[src/rtl/uart_pkg.sv]
// Shared UART definitions: receiver state encoding and default framing constants
// used by the RX, TX and mux stages.
package uart_pkg;

    localparam int unsigned CLKS_PER_BIT_DEF = 434;
    localparam int unsigned DATA_BITS_DEF    = 8;

    typedef enum logic [2:0] {
        IDLE,
        START,
        DATA,
        STOP,
        WAIT_HIGH
    } uart_rx_state_t;

endpackage

[src/rtl/uart_sync.sv]
// Two-flop synchronizer for the asynchronous serial line; resets to the idle (high) level.
module uart_sync (
    input  logic clk,
    input  logic rst,
    input  logic d_i,
    output logic q_o
);

    logic [1:0] sync_q;

    always_ff @(posedge clk) begin
        if (rst) begin
            sync_q <= '1;
        end else begin
            sync_q <= {sync_q[0], d_i};
        end
    end

    assign q_o = sync_q[1];

endmodule

[src/rtl/uart_rx.sv]
// 8N1 UART receiver: mid-bit sampling FSM behind a 2-flop synchronizer,
// with one-cycle rx_valid / frame_err pulses.
module uart_rx
    import uart_pkg::*;
#(
    parameter int unsigned CLKS_PER_BIT = CLKS_PER_BIT_DEF,
    parameter int unsigned DATA_BITS    = DATA_BITS_DEF
) (
    input  logic                 clk,
    input  logic                 rst,
    input  logic                 rx,
    output logic [DATA_BITS-1:0] rx_data,
    output logic                 rx_valid,
    output logic                 frame_err,
    output logic                 busy
);

    localparam logic [15:0] HALF_M1  = 16'(CLKS_PER_BIT / 2 - 1);
    localparam logic [15:0] FULL_M1  = 16'(CLKS_PER_BIT - 1);
    localparam logic [2:0]  LAST_IDX = 3'(DATA_BITS - 1);

    logic rx_s;

    uart_rx_state_t       state_q, state_d;
    logic [15:0]          cnt_q, cnt_d;
    logic [2:0]           idx_q, idx_d;
    logic [DATA_BITS-1:0] shreg_q, shreg_d;
    logic [DATA_BITS-1:0] rx_data_q, rx_data_d;
    logic                 rx_valid_q, rx_valid_d;
    logic                 frame_err_q, frame_err_d;

    uart_sync u_sync (
        .clk (clk),
        .rst (rst),
        .d_i (rx),
        .q_o (rx_s)
    );

    always_ff @(posedge clk) begin
        if (rst) begin
            state_q     <= IDLE;
            cnt_q       <= '0;
            idx_q       <= '0;
            shreg_q     <= '0;
            rx_data_q   <= '0;
            rx_valid_q  <= 1'b0;
            frame_err_q <= 1'b0;
        end else begin
            state_q     <= state_d;
            cnt_q       <= cnt_d;
            idx_q       <= idx_d;
            shreg_q     <= shreg_d;
            rx_data_q   <= rx_data_d;
            rx_valid_q  <= rx_valid_d;
            frame_err_q <= frame_err_d;
        end
    end

    always_comb begin
        state_d     = state_q;
        cnt_d       = cnt_q;
        idx_d       = idx_q;
        shreg_d     = shreg_q;
        rx_data_d   = rx_data_q;
        rx_valid_d  = 1'b0;
        frame_err_d = 1'b0;

        unique case (state_q)
            IDLE: begin
                if (!rx_s) begin
                    state_d = START;
                    cnt_d   = '0;
                end
            end
            // Re-check the start bit at its midpoint so short glitches are rejected.
            START: begin
                if (cnt_q == HALF_M1) begin
                    cnt_d = '0;
                    if (!rx_s) begin
                        state_d = DATA;
                        idx_d   = '0;
                    end else begin
                        state_d = IDLE;
                    end
                end else begin
                    cnt_d = cnt_q + 16'd1;
                end
            end
            DATA: begin
                if (cnt_q == FULL_M1) begin
                    cnt_d          = '0;
                    shreg_d[idx_q] = rx_s;
                    if (idx_q == LAST_IDX) begin
                        state_d = STOP;
                    end else begin
                        idx_d = idx_q + 3'd1;
                    end
                end else begin
                    cnt_d = cnt_q + 16'd1;
                end
            end
            // Returning to IDLE mid-stop-bit leaves time to catch a back-to-back start edge.
            STOP: begin
                if (cnt_q == FULL_M1) begin
                    cnt_d = '0;
                    if (rx_s) begin
                        rx_data_d  = shreg_q;
                        rx_valid_d = 1'b1;
                        state_d    = IDLE;
                    end else begin
                        frame_err_d = 1'b1;
                        state_d     = WAIT_HIGH;
                    end
                end else begin
                    cnt_d = cnt_q + 16'd1;
                end
            end
            WAIT_HIGH: begin
                if (rx_s) begin
                    state_d = IDLE;
                end
            end
            default: begin
                state_d = IDLE;
            end
        endcase
    end

    assign rx_data   = rx_data_q;
    assign rx_valid  = rx_valid_q;
    assign frame_err = frame_err_q;
    assign busy      = (state_q != IDLE);

endmodule

[config.mk]
export PLATFORM = sky130hd
export DESIGN_NAME = uart_rx
export DESIGN_NICKNAME = d
export VERILOG_FILES = /design/src/rtl/uart_pkg.sv /design/src/rtl/uart_sync.sv /design/src/rtl/uart_rx.sv
export SDC_FILE = /design/constraint.sdc
export NUM_CORES = 1
export LEC_CHECK = 0
export CORE_UTILIZATION = 45
export CTS_CLUSTER_DIAMETER = 100
export DETAILED_ROUTE_END_ITERATION = 16
export PLACE_DENSITY_LB_ADDON = 0.3
export RECOVER_POWER = 25
export SYNTH_ARGS = -nofsm -noshare
export SYNTH_HDL_FRONTEND = slang
export SYNTH_SLANG_ARGS = --single-unit
[constraint.sdc]
create_clock -name clk -period 2.64 [get_ports clk]
set_clock_uncertainty 0.15 [all_clocks]
set_input_delay 0.792 -clock clk [delete_from_list [all_inputs] [get_ports clk]]
set_output_delay 0.792 -clock clk [all_outputs]
set_load 0.01 [all_outputs]
# Yosys cells after proc, flatten, opt, wreduce, memory -nomap -nowiden
# Cells that the tools add are included.
[word_totals]
reg_bits = 42
inputBits = 3
[op_classes]
n_addsub = 2
order_cmp = 2
n_eq_ne = 15
n_mux = 23
bitwise = 2
n_reduce_logical = 12
[ops]
columns = ["operator", "count"]
rows = [
  ["16-bit 2-to-1 mux", 3],
  ["16-bit case mux with 3 select lines", 1],
  ["3-bit 2-to-1 mux", 11],
  ["16-bit by 1-bit adder with 16-bit output (second input constant)", 1],
  ["16-bit by 8-bit == test with 1-bit output (second input constant)", 1],
  ["16-bit by 9-bit == test with 1-bit output (second input constant)", 1],
  ["3-bit case mux with 5 select lines", 1],
  ["2-bit inequality test (second input constant)", 7],
  ["8-bit bitwise mux", 1],
  ["3-bit by 2-bit == test with 1-bit output (second input constant)", 2],
  ["3-bit == test (second input constant)", 2],
  ["3-bit case mux with 2 select lines", 1],
  ["6-bit AND reduction", 1],
  ["3-bit nonzero test", 2],
  ["5-bit AND reduction", 1],
  ["3-bit by 4-bit < comparator with 1-bit output (second input constant)", 1],
  ["2-bit AND reduction", 2],
  ["3-bit by 1-bit adder with 3-bit output (second input constant)", 1],
  ["1-bit demux with 3-bit select", 1],
  ["3-bit by 1-bit == test with 1-bit output (second input constant)", 1],
  ["3-bit by 1-bit greater-or-equal comparator with 1-bit output (second input constant)", 1],
  ["3-bit zero test", 1],
  ["1-bit 2-to-1 mux", 3],
  ["3-bit AND reduction", 1],
  ["other kinds (7)", 8],
]

# Depth between registers and ports, before layout
# Gate-level depths: netlist of the first run.
[depth]
word_depth = 5
ltp_mapped = 8
mapped_depth_nobuf = 7

# Cells and area by module
# A second synthesis of the first run with hierarchy kept.
[hier_totals]
cells_unflattened = 248
area_unflattened_um2 = 2123.3
[by_module_without_submodules]
columns = ["module", "n_inst", "cells_each", "area_per_inst_um2", "seq_area_each_um2"]
rows = [
  ["uart_rx", 1, 244, 2070.7, 800.8],
  ["uart_sync", 1, 4, 52.6, 40.0],
]

# Worst setup path before layout of the first run
# OpenSTA, ideal clock, no wires.
[synth_path]
path_kind = "reg2reg"
startpoint = "reg cnt_q[10]"
endpoint = "reg shreg_q[1]"
setup_time_ns = 0.128
arrival_time_ns = 2.101
setup_slack_ns = 0.261
stages_incl_launch_ff = 7
n_path_buf = 1
path_cell_list = "dfxtp_1 -> or4_4 -> or4_1 -> buf_2 -> nor4_1 -> mux2i_1 -> nor2_1"
[synth_between]
elab_chain_len = 2
[synth_rtl]
columns = ["item", "line_no", "source"]
rows = [
  ["start: declaration", "uart_rx.sv:25", "logic [15:0] cnt_q, cnt_d;"],
  ["start signal: assignment", "uart_rx.sv:50", "cnt_q <= cnt_d;"],
  ["16-bit by 9-bit == test with 1-bit output", "uart_rx.sv:90", "if (cnt_q == FULL_M1) begin"],
  ["2-bit AND reduction (no line)", "--", ""],
  ["end signal: assignment", "uart_rx.sv:52", "shreg_q <= shreg_d;"],
  ["end: declaration", "uart_rx.sv:27", "logic [DATA_BITS-1:0] shreg_q, shreg_d;"],
]
# No other way between the ends.
# A chain may end at the register's enable or synchronous reset.

# Worst setup path after layout of the first run
# Ends and elaborated chain as after synthesis.

==> results.sh, run 1 <==
export IMPL_yosys_warnings=0
export IMPL_initial_utilization_pct=47.6
export IMPL_final_count_of_negative_setup_slack_endpoints=0
export IMPL_master_cell_of_the_clock_root_buffer="sky130_fd_sc_hd__clkbuf_8"
export IMPL_floorplan_core_area_sq_um=4410
export IMPL_tritoncts="done"
export IMPL_finalHoldViolCount=0
export IMPL_chipHeight_um=70.3
export IMPL_max_freq_mhz=397
export IMPL_routed_via_density=5.87
export IMPL_crit_path_frequent_cell="sky130_fd_sc_hd__or4_4"
export IMPL_fp_dieW_um=70.3
export IMPL_drtAntennaViolNets=0
export IMPL_first_global_vias=1595
export IMPL_firstDrtPassIters=4
export IMPL_place_port_buffers=13
export IMPL_timing_worst_slew_pin_value_ns=0.919
export IMPL_cts_sinks=42
export IMPL_worst_flop_to_flop_path_startpoint="cnt_q[10]"
export IMPL_gate_power_share_pct=17.8
export IMPL_slowest_stage="sky130_fd_sc_hd__or4_4"
export IMPL_layout_core_utilization_pct=54.5
export IMPL_outcome="finished, final reports clean"
export IMPL_num_io_pins=14
export IMPL_fillerInstances=404
export IMPL_clkLatencyLatePin_ns=0.29
export IMPL_design_die_area_sq_um=4950
export IMPL_max_slew_margin_pct=38.7
export IMPL_drt_iter0_markers=159
export IMPL_grt_pass1_wl_um=7620
export IMPL_worst_r2r_path_depth=5
export IMPL_worst_endpoint_arrival_ns=2.52
export IMPL_synth_edf_count=0
export IMPL_synth_area_per_cell_sq_um=8.61
export IMPL_synth_cell_area_sq_um=2100
export IMPL_critPathMaxFanout=9
export IMPL_vias=1842
export IMPL_multi_input_comb_area_sq_um=1190
export IMPL_total_leakage_power_nw=0.874
export IMPL_mostFrequentLayoutCell="sky130_fd_sc_hd__dfxtp_1"
export IMPL_hpwl_after_dpl_um=3160
export IMPL_power_clock_fraction_pct=31.5
export IMPL_syn2layout_area_growth_pct=14.3
export IMPL_routed_wire_length_per_instance_um=14.5
export IMPL_maxCapViolCount=0
export IMPL_synth_ff_latch_count=42
export IMPL_yosysTopAreaCellShare_pct=40.0
export IMPL_r2r_end="shreg_q[1]"
export IMPL_ys_top_cells_by_area="sky130_fd_sc_hd__dfxtp_1 (40%), sky130_fd_sc_hd__mux2i_1 (6.7%), sky130_fd_sc_hd__nor2_1 (4.6%)"
export IMPL_irDropWorstVdd_mv=0.288
export IMPL_dominantRegCellSynth="sky130_fd_sc_hd__dfxtp_1"
export IMPL_number_of_antenna_violations_at_the_first_check_in_global_routing=0
export IMPL_numCtsBuffers=5
export IMPL_fin_crit_sh_pct=95.3
export IMPL_finalSetupTns_ns=0
export IMPL_grt_overflow_total=0
export IMPL_hold_path_endpoint="u_sync.sync_q[1]"
export IMPL_rows=24
export IMPL_routed_wl_um=4570
export IMPL_cell_count_after_synthesis=244
export IMPL_final_period_minus_worst_setup_slack_ns=2.52
export IMPL_post_synthesis_sequential_area_ratio_pct=40.0
export IMPL_yosys_area_top_type="sky130_fd_sc_hd__dfxtp_1"
export IMPL_sequential_cell_area_sq_um=841
export IMPL_crit_family="simple AND/OR/NAND/NOR gates"
export IMPL_antenna_diode_count=0
export IMPL_rsz0062_at_grt="false"
export IMPL_pwr_share_seq_pct=50.7
export IMPL_synth_cell_types=46
export IMPL_detail_route_drc_violations=0
export IMPL_min_path_type="reg -> reg"
export IMPL_cp_cell_sequence="or4_4, or4_4, nor4_1, mux2i_1, nor2_1"
export IMPL_power_per_cell_area_nw_per_um2=546
export IMPL_largest_net_degree_at_the_start_of_global_routing=23
export IMPL_p_switching_uw=404
export IMPL_cts_reportedPaths_clkPinSlew_ns=0.08
export IMPL_synth_async_sr_flop_share_pct=0
export IMPL_most_common_layout_cells="sky130_fd_sc_hd__dfxtp_1 (42), sky130_fd_sc_hd__nor2_1 (26), sky130_fd_sc_hd__nand2_1 (18), sky130_fd_sc_hd__mux2i_1 (14), sky130_fd_sc_hd__nand3_1 (14)"
export IMPL_drive_gt1_share_pct=9.54
export IMPL_timing_reg2reg_setup_slack_ns=0.12
export IMPL_fin_nets=269
export IMPL_place_gp_congestion=0.846
export IMPL_hold_path_startpoint="u_sync.sync_q[0]"
export IMPL_worst_setup_path_start_kind="flop"
export IMPL_power_share_switching_pct=30.8
export IMPL_timing_critical_path_required_ns=2.64
export IMPL_synth_nets=252
export IMPL_drv_slew=0
export IMPL_hold_depth=1
export IMPL_critPathKind="reg -> reg"
export IMPL_cell_internal_pwr_uw=908
export IMPL_gr_util_all_layers_pct=19.4
export IMPL_clk_path_buf_depth=2
export IMPL_max_stage_delay_ns=0.63
export IMPL_cp_buffers_inverters=0
export IMPL_cts_setup_buffers=0
export IMPL_h_tree_depth=2
export IMPL_crit_path_capture_type="flop"
## flip-flops by register name, indices dropped and copies added, names as in the netlist
register / flops
cnt_q: 16
rx_data: 8
shreg_q: 8
idx_q: 3
state_q: 3
u_sync.sync_q: 2
frame_err: 1
rx_valid: 1
## metrics by stage
step / area, sq um / hold WS (ns) / power, mW / setup slack, ns / cells
4_1_cts: 2410 / 0.273 / 1.32 / 0.0260 / 314
6_report: 2400 / 0.269 / 1.31 / 0.124 / 314
5_1_grt: 2400 / 0.286 / 1.38 / 0.0545 / 314
3_3_place_gp: 2320 / 0.243 / 0.909 / 0.140 / 306
2_1_floorplan: 2100 / 0.239 / 0.830 / 0.261 / 244
3_5_place_dp: 2320 / 0.249 / 0.908 / 0.0674 / 306
## power groups by stage
stage / Clock [mW] / Combinational (mW) / Sequential, mW
after CTS: 0.425 / 0.230 / 0.665
after global placement: 0 / 0.229 / 0.680
after floorplan: 0 / 0.152 / 0.678
after global routing: 0.448 / 0.260 / 0.667
after detailed placement: 0 / 0.229 / 0.680
final: 0.413 / 0.233 / 0.666
## worst max path at each step
stage	startpoint	end	depth (start not counted)
floorplan	cnt_q[10]	shreg_q[1]	6
global placement	cnt_q[10]	shreg_q[3]	5
detailed placement	cnt_q[10]	shreg_q[1]	5
CTS	cnt_q[10]	shreg_q[1]	5
global route	cnt_q[10]	idx_q[0]	5
finish	cnt_q[10]	shreg_q[1]	5
## final cells by class
cell class | instances | share of cell area (%)
clock buffers | 5 | 2.86
clock inverters | 3 | 0.885
inverters | 5 | 0.781
multi-input cells | 184 | 49.7
flip-flops and latches | 42 | 35.0
well taps | 52 | 2.71
repair buffers | 23 | 8.07
## logic make-up after synthesis
group / after synthesis / synth area share [%]
and+or+nand+nor: 117 / 31.3
AOI/OAI and AO/OA: 43 / 13.6
DFF: 42 / 40.0
buffers and inverters: 18 / 3.33
muxes: 14 / 6.67
xor gates and xnor gates: 5 / 2.08
adders and majority gates: 5 / 2.98
## repair_timing
item / CTS / global route
setup endpoints to repair: 0 / 3
resized for setup: 0 / 1
hold buffers: 0 / 0
## synth_stat cells (all sizes together) (3+ instances only)
cell and instances:
a22oi 3, mux2i 14, nand3 14, and3 4, or4 5, inv 5, or3 7, a21oi 11
a31oi 7, or2 4, nand4 5, nor3 7, buf 3, o21ai 7, nand2b 8, clkbuf 10
dfxtp 42, nor4 9, nor2 26, nand2 18, xor2 5, ha 5, a211oi 3
## per-layer routing
| metal | GRT usage (%) | routed length, um | vias up |
|---|---|---|---|
| met2 | 28.7 | 1950 | 52 |
| met1 | 27.9 | 2340 | 857 |
| met5 | 0 | 0 | - |
| li1 | - | - | 927 |
| met3 | 4.18 | 214 | 6 |
| met4 | 6.22 | 66 | 0 |
(Power assumes the default switching activity.)
==> run 2: changes to the inputs <==
--- a/config.mk
+++ b/config.mk
@@ -6,7 +6,7 @@
 export NUM_CORES = 1
 export LEC_CHECK = 0
 export CORE_UTILIZATION = 45
-export CTS_CLUSTER_DIAMETER = 100
+export CTS_CLUSTER_DIAMETER = 50
 export DETAILED_ROUTE_END_ITERATION = 16
 export PLACE_DENSITY_LB_ADDON = 0.3
 export RECOVER_POWER = 25
==> constraint.sdc (replaced) <==
create_clock -name clk -period 2.64 [get_ports clk]
set_clock_uncertainty 0.15 [all_clocks]
set_input_delay 0.792 -clock clk [delete_from_list [all_inputs] [get_ports clk]]
set_output_delay 0.792 -clock clk [all_outputs]
set_load 0.02 [all_outputs]
==> run 2 against run 1 <==
Against the previous run: final area unchanged; routed wire length about the same; critical path depth down 3; first-iteration DRC count unchanged; flip-flop and latch count unchanged; combinational power up 2%.
==> results.sh, run 2 (synthesized netlist as in run 1, its figures left out) <==
export IMPL_clkLatencyLatePin_ns=0.29
export IMPL_detail_route_drc_violations=0
export IMPL_final_count_of_negative_setup_slack_endpoints=0
export IMPL_routed_via_density=5.87
export IMPL_first_global_vias=1595
export IMPL_mostFrequentLayoutCell="sky130_fd_sc_hd__dfxtp_1"
export IMPL_cp_cell_sequence="or3_1, clkdlybuf4s50_1"
export IMPL_critPathKind="reg -> out"
export IMPL_max_slew_margin_pct=38.7
export IMPL_drtAntennaViolNets=0
export IMPL_firstDrtPassIters=4
export IMPL_fin_crit_sh_pct=95.9
export IMPL_critPathMaxFanout=7
export IMPL_largest_net_degree_at_the_start_of_global_routing=23
export IMPL_tritoncts="done"
export IMPL_power_per_cell_area_nw_per_um2=548
export IMPL_syn2layout_area_growth_pct=14.3
export IMPL_cts_reportedPaths_clkPinSlew_ns=0.08
export IMPL_gr_util_all_layers_pct=19.4
export IMPL_drive_gt1_share_pct=9.54
export IMPL_multi_input_comb_area_sq_um=1190
export IMPL_maxUsedRoutingLayer="met4"
export IMPL_placement_setup_worst_slack_ns=0.0674
export IMPL_timing_critical_path_required_ns=1.70
export IMPL_max_flop_register="cnt_q"
export IMPL_h_tree_depth=2
export IMPL_grt_overflow_total=0
export IMPL_rsz0062_at_grt="false"
export IMPL_cell_internal_pwr_uw=908
export IMPL_gate_power_share_pct=18.1
export IMPL_clk_path_buf_depth=2
export IMPL_worst_setup_path_start_kind="flop"
export IMPL_maxCapViolCount=0
export IMPL_chipHeight_um=70.3
export IMPL_worst_endpoint_arrival_ns=1.59
export IMPL_fp_dieW_um=70.3
export IMPL_p_switching_uw=408
export IMPL_drv_slew=0
export IMPL_finalHoldViolCount=0
export IMPL_outcome="finished, final reports clean"
export IMPL_floorplan_core_area_sq_um=4410
export IMPL_sequential_cell_area_sq_um=841
export IMPL_fin_nets=269
export IMPL_rows=24
export IMPL_postLayoutSetupSlackWorst_ns=0.109
export IMPL_detailroute_wirelength_met2_um=1950
export IMPL_total_leakage_power_nw=0.866
export IMPL_most_common_layout_cells="sky130_fd_sc_hd__dfxtp_1 (42), sky130_fd_sc_hd__nor2_1 (26), sky130_fd_sc_hd__nand2_1 (18), sky130_fd_sc_hd__mux2i_1 (14), sky130_fd_sc_hd__nand3_1 (14)"
export IMPL_place_port_buffers=13
export IMPL_vias=1842
export IMPL_number_of_antenna_violations_at_the_first_check_in_global_routing=0
export IMPL_largest_reg_flops=16
export IMPL_hpwl_after_dpl_um=3160
export IMPL_timing_worst_slew_pin_value_ns=0.919
export IMPL_detailroute_wirelength_met3_um=214
export IMPL_routed_wl_um=4570
export IMPL_pwr_share_seq_pct=50.6
export IMPL_drt_iter0_markers=159
export IMPL_antenna_diode_count=0
export IMPL_cts_sinks=42
export IMPL_routed_wire_length_per_instance_um=14.5
export IMPL_min_path_type="reg -> reg"
export IMPL_numCtsBuffers=5
export IMPL_max_stage_delay_ns=0.54
export IMPL_max_freq_mhz=395
export IMPL_fillerInstances=404
export IMPL_grt_pass1_wl_um=7620
export IMPL_slowest_stage="sky130_fd_sc_hd__clkdlybuf4s50_1"
export IMPL_power_clock_fraction_pct=31.4
export IMPL_route_layer_met1_wl_um=2340
export IMPL_cts_setup_buffers=0
export IMPL_crit_family="buffers and inverters"
export IMPL_final_period_minus_worst_setup_slack_ns=2.53
export IMPL_irDropWorstVdd_mv=0.289
export IMPL_initial_utilization_pct=47.6
export IMPL_num_io_pins=14
export IMPL_master_cell_of_the_clock_root_buffer="sky130_fd_sc_hd__clkbuf_8"
export IMPL_design_die_area_sq_um=4950
export IMPL_power_share_switching_pct=31.0
export IMPL_place_gp_congestion=0.846
export IMPL_finalSetupTns_ns=0
export IMPL_cp_buffers_inverters=1
export IMPL_crit_path_capture_type="output pin"
[run 2: cell count changes in the layout (fill, tap and decap cells not counted)]
cell and delta:
sky130_fd_sc_hd__clkdlybuf4s50_1 +2, sky130_fd_sc_hd__dlygate4sd3_1 -2
[run 2: timing repair]
item,CTS,global route
endpoints found under the hold margin,0,0
hold buffers,0,0
gates resized for setup,0,1
setup endpoints to repair,0,3
[run 2: through the flow]
| stage | power [mW] | cells | instance area, sq um | utilization [%] | hold WS [ns] |
|---|---|---|---|---|---|
| finish | 1.32 | 314 | 2400 | 54.5 | 0.269 |
| global route | 1.38 | 314 | 2400 | 54.5 | 0.286 |
| floorplan | 0.834 | 244 | 2100 | - | 0.239 |
| detailed placement | 0.912 | 306 | 2320 | 52.6 | 0.249 |
| CTS | 1.32 | 314 | 2410 | 54.6 | 0.273 |
| global placement | 0.913 | 306 | 2320 | 52.6 | 0.243 |
[run 2: layout make-up]
type | count | share of cell area, %
multi-input cells | 184 | 49.7
flip-flops and latches | 42 | 35.0
repair buffers | 23 | 8.07
clock buffers | 5 | 2.86
well taps | 52 | 2.71
clock inverters | 3 | 0.885
inverters | 5 | 0.781
[run 2: worst paths after layout]
check | slack [ns] | startpoint | to | cells after the start
setup reg to reg | 0.12 | cnt_q[10] | shreg_q[1] | 5
hold reg to reg | 0.27 | u_sync.sync_q[0] | u_sync.sync_q[1] | 1
setup / recovery | 0.11 | state_q[0] | busy | 2
hold / removal | 0.27 | u_sync.sync_q[0] | u_sync.sync_q[1] | 1
[run 2: power by group through the flow]
stage | registers, mW | logic [mW] | clock network (mW)
2_1_floorplan | 0.678 | 0.156 | 0
6_report | 0.666 | 0.238 | 0.413
4_1_cts | 0.665 | 0.234 | 0.425
3_3_place_gp | 0.680 | 0.233 | 0
5_1_grt | 0.667 | 0.264 | 0.448
3_5_place_dp | 0.680 | 0.233 | 0
[run 2: routing by layer]
layer,vias to the layer above,global-route usage (%)
li1,927,-
met1,857,27.9
met2,52,28.7
met3,6,4.18
met4,0,6.22
met5,-,0
==> run 3: changes to the inputs <==
--- a/config.mk
+++ b/config.mk
@@ -5,7 +5,7 @@
 export SDC_FILE = /design/constraint.sdc
 export NUM_CORES = 1
 export LEC_CHECK = 0
-export CORE_UTILIZATION = 45
+export CORE_UTILIZATION = 39
 export CTS_CLUSTER_DIAMETER = 50
 export DETAILED_ROUTE_END_ITERATION = 16
 export PLACE_DENSITY_LB_ADDON = 0.3
==> run 3 against run 2 <==
Against the previous run: register-to-register slack got worse by 0.04 ns; sequential share of layout area fell by 1.5 points; combinational power is essentially flat; die area is 15% higher; non-clock buffer count up 3; largest cell class unchanged; largest power group unchanged.
==> results.sh, run 3 (synthesized netlist as in run 1, its figures left out) <==
export IMPL_rows=26
export IMPL_tritoncts="done"
export IMPL_holdBufCountCts=0
export IMPL_finalSetupTns_ns=0
export IMPL_power_per_cell_area_nw_per_um2=610
export IMPL_gr_util_all_layers_pct=17.7
export IMPL_drv_slew=0
export IMPL_min_path_type="reg -> reg"
export IMPL_final_period_minus_worst_setup_slack_ns=2.56
export IMPL_floorplan_core_area_sq_um=5140
export IMPL_syn2layout_area_growth_pct=19.3
export IMPL_drive_gt1_share_pct=11.3
export IMPL_grt_overflow_total=0
export IMPL_drt_iter0_markers=163
export IMPL_max_freq_mhz=391
export IMPL_worst_endpoint_arrival_ns=2.60
export IMPL_critPathKind="reg -> reg"
export IMPL_mostFrequentLayoutCell="sky130_fd_sc_hd__dfxtp_1"
export IMPL_largest_reg_flops=16
export IMPL_max_slew_margin_pct=50.2
export IMPL_fp_dieW_um=75.4
export IMPL_firstDrtPassIters=4
export IMPL_cts_setup_buffers=0
export IMPL_antenna_diode_count=0
export IMPL_timing_critical_path_required_ns=2.68
export IMPL_num_io_pins=14
export IMPL_place_port_buffers=13
export IMPL_detail_route_drc_violations=0
export IMPL_final_count_of_negative_setup_slack_endpoints=0
export IMPL_master_cell_of_the_clock_root_buffer="sky130_fd_sc_hd__clkbuf_8"
export IMPL_routed_wire_length_per_instance_um=13.9
export IMPL_routed_wl_um=4670
export IMPL_h_tree_depth=2
export IMPL_fin_crit_sh_pct=97.0
export IMPL_critPathMaxFanout=9
export IMPL_worst_setup_path_start_kind="flop"
export IMPL_rsz0062_at_grt="true"
export IMPL_cts_sinks=42
export IMPL_outcome="finished, final reports clean"
export IMPL_place_gp_congestion=0.889
export IMPL_grt_pass1_wl_um=7640
export IMPL_totalPowerFinal_mw=1.53
export IMPL_clkLatencyLatePin_ns=0.30
export IMPL_largest_net_degree_at_the_start_of_global_routing=22
export IMPL_number_of_antenna_violations_at_the_first_check_in_global_routing=0
export IMPL_cts_reportedPaths_clkPinSlew_ns=0.09
export IMPL_total_leakage_power_nw=0.920
export IMPL_vias=1838
export IMPL_fin_nets=272
export IMPL_initial_utilization_pct=40.9
export IMPL_routed_via_density=5.49
export IMPL_crit_path_capture_type="flop"
export IMPL_numCtsBuffers=5
export IMPL_irDropWorstVdd_mv=0.389
export IMPL_first_global_vias=1585
export IMPL_chipHeight_um=75.4
export IMPL_design_die_area_sq_um=5690
export IMPL_hpwl_after_dpl_um=3250
export IMPL_clk_path_buf_depth=2
export IMPL_timing_worst_slew_pin_value_ns=0.748
export IMPL_maxCapViolCount=0
export IMPL_finalHoldViolCount=0
export IMPL_most_common_layout_cells="sky130_fd_sc_hd__dfxtp_1 (42), sky130_fd_sc_hd__nor2_1 (26), sky130_fd_sc_hd__nand2_1 (18), sky130_fd_sc_hd__mux2i_1 (14), sky130_fd_sc_hd__nand3_1 (14)"
export IMPL_max_flop_register="cnt_q"
export IMPL_drtAntennaViolNets=0
run 3: cell types whose count changed in the layout (fill, tap and decap cells not counted), sizes merged:
| cell | previous run | this run |
|---|---|---|
| buf | 7 | 11 |
| bufinv | 0 | 2 |
| clkdlybuf4s50 | 12 | 10 |
| dlygate4sd3 | 1 | 3 |
| clkbuf | 8 | 7 |
| clkinv | 2 | 1 |
| clkinvlp | 1 | 0 |
run 3: cell type report:
| type | instances | area [sq um] |
|---|---|---|
| clock inverters | 3 | 68.8 |
| fillers | 508 | 2630 |
| repair buffers | 26 | 220 |
| flip-flops and latches | 42 | 841 |
| inverters | 5 | 18.8 |
| clock buffers | 5 | 68.8 |
| well taps | 70 | 87.6 |
| multi-input cells | 184 | 1200 |
run 3: repair_timing:
item / CTS / global route
hold endpoints to repair: 0 / 0
endpoints found under the setup margin: 0 / 2
gates resized for setup: 0 / 2
run 3: layer usage:
metal | wire length (um) | global-route usage [%] | vias up
met2 | 2040 | 25.3 | 40
met4 | 31 | 6.17 | 0
li1 | - | - | 935
met5 | 0 | 0 | -
met1 | 2380 | 26.4 | 859
met3 | 222 | 3.57 | 4
run 3: critical path, stage by stage, from the launching register on:
cell                        delay, ns
sky130_fd_sc_hd__dfxtp_1         0.34
sky130_fd_sc_hd__or4_4           0.58
sky130_fd_sc_hd__or4_1           0.73
sky130_fd_sc_hd__a2bb2oi_2       0.40
sky130_fd_sc_hd__or4_1           0.18
sky130_fd_sc_hd__a31oi_1         0.07
run 3: path summary, 6_finish.rpt:
path	start	endpoint	slack, ns	cells after the start
setup reg to reg	cnt_q[14]	cnt_q[7]	0.08	5
setup / recovery	cnt_q[14]	cnt_q[7]	0.08	5
hold / removal	u_sync.sync_q[0]	u_sync.sync_q[1]	0.27	1
hold reg to reg	u_sync.sync_q[0]	u_sync.sync_q[1]	0.27	1
run 3: per-stage QoR:
| step | worst slack, ns | cells | instance area [sq um] | utilization, % | hold slack (ns) |
|---|---|---|---|---|---|
| global route | -0.00110 | 335 | 2510 | 48.8 | 0.292 |
| finish | 0.0800 | 335 | 2510 | 48.8 | 0.272 |
| CTS | 0.0812 | 335 | 2500 | 48.7 | 0.270 |
| floorplan | 0.261 | 244 | 2100 | - | 0.239 |
| detailed placement | 0.128 | 327 | 2370 | 46.0 | 0.246 |
| global placement | 0.134 | 327 | 2370 | 46.0 | 0.241 |
run 3: power by group:
part           switching, mW  internal (mW)
Clock                  0.248          0.379
Sequential            0.0210          0.647
Combinational          0.161         0.0743
Total                  0.430           1.10
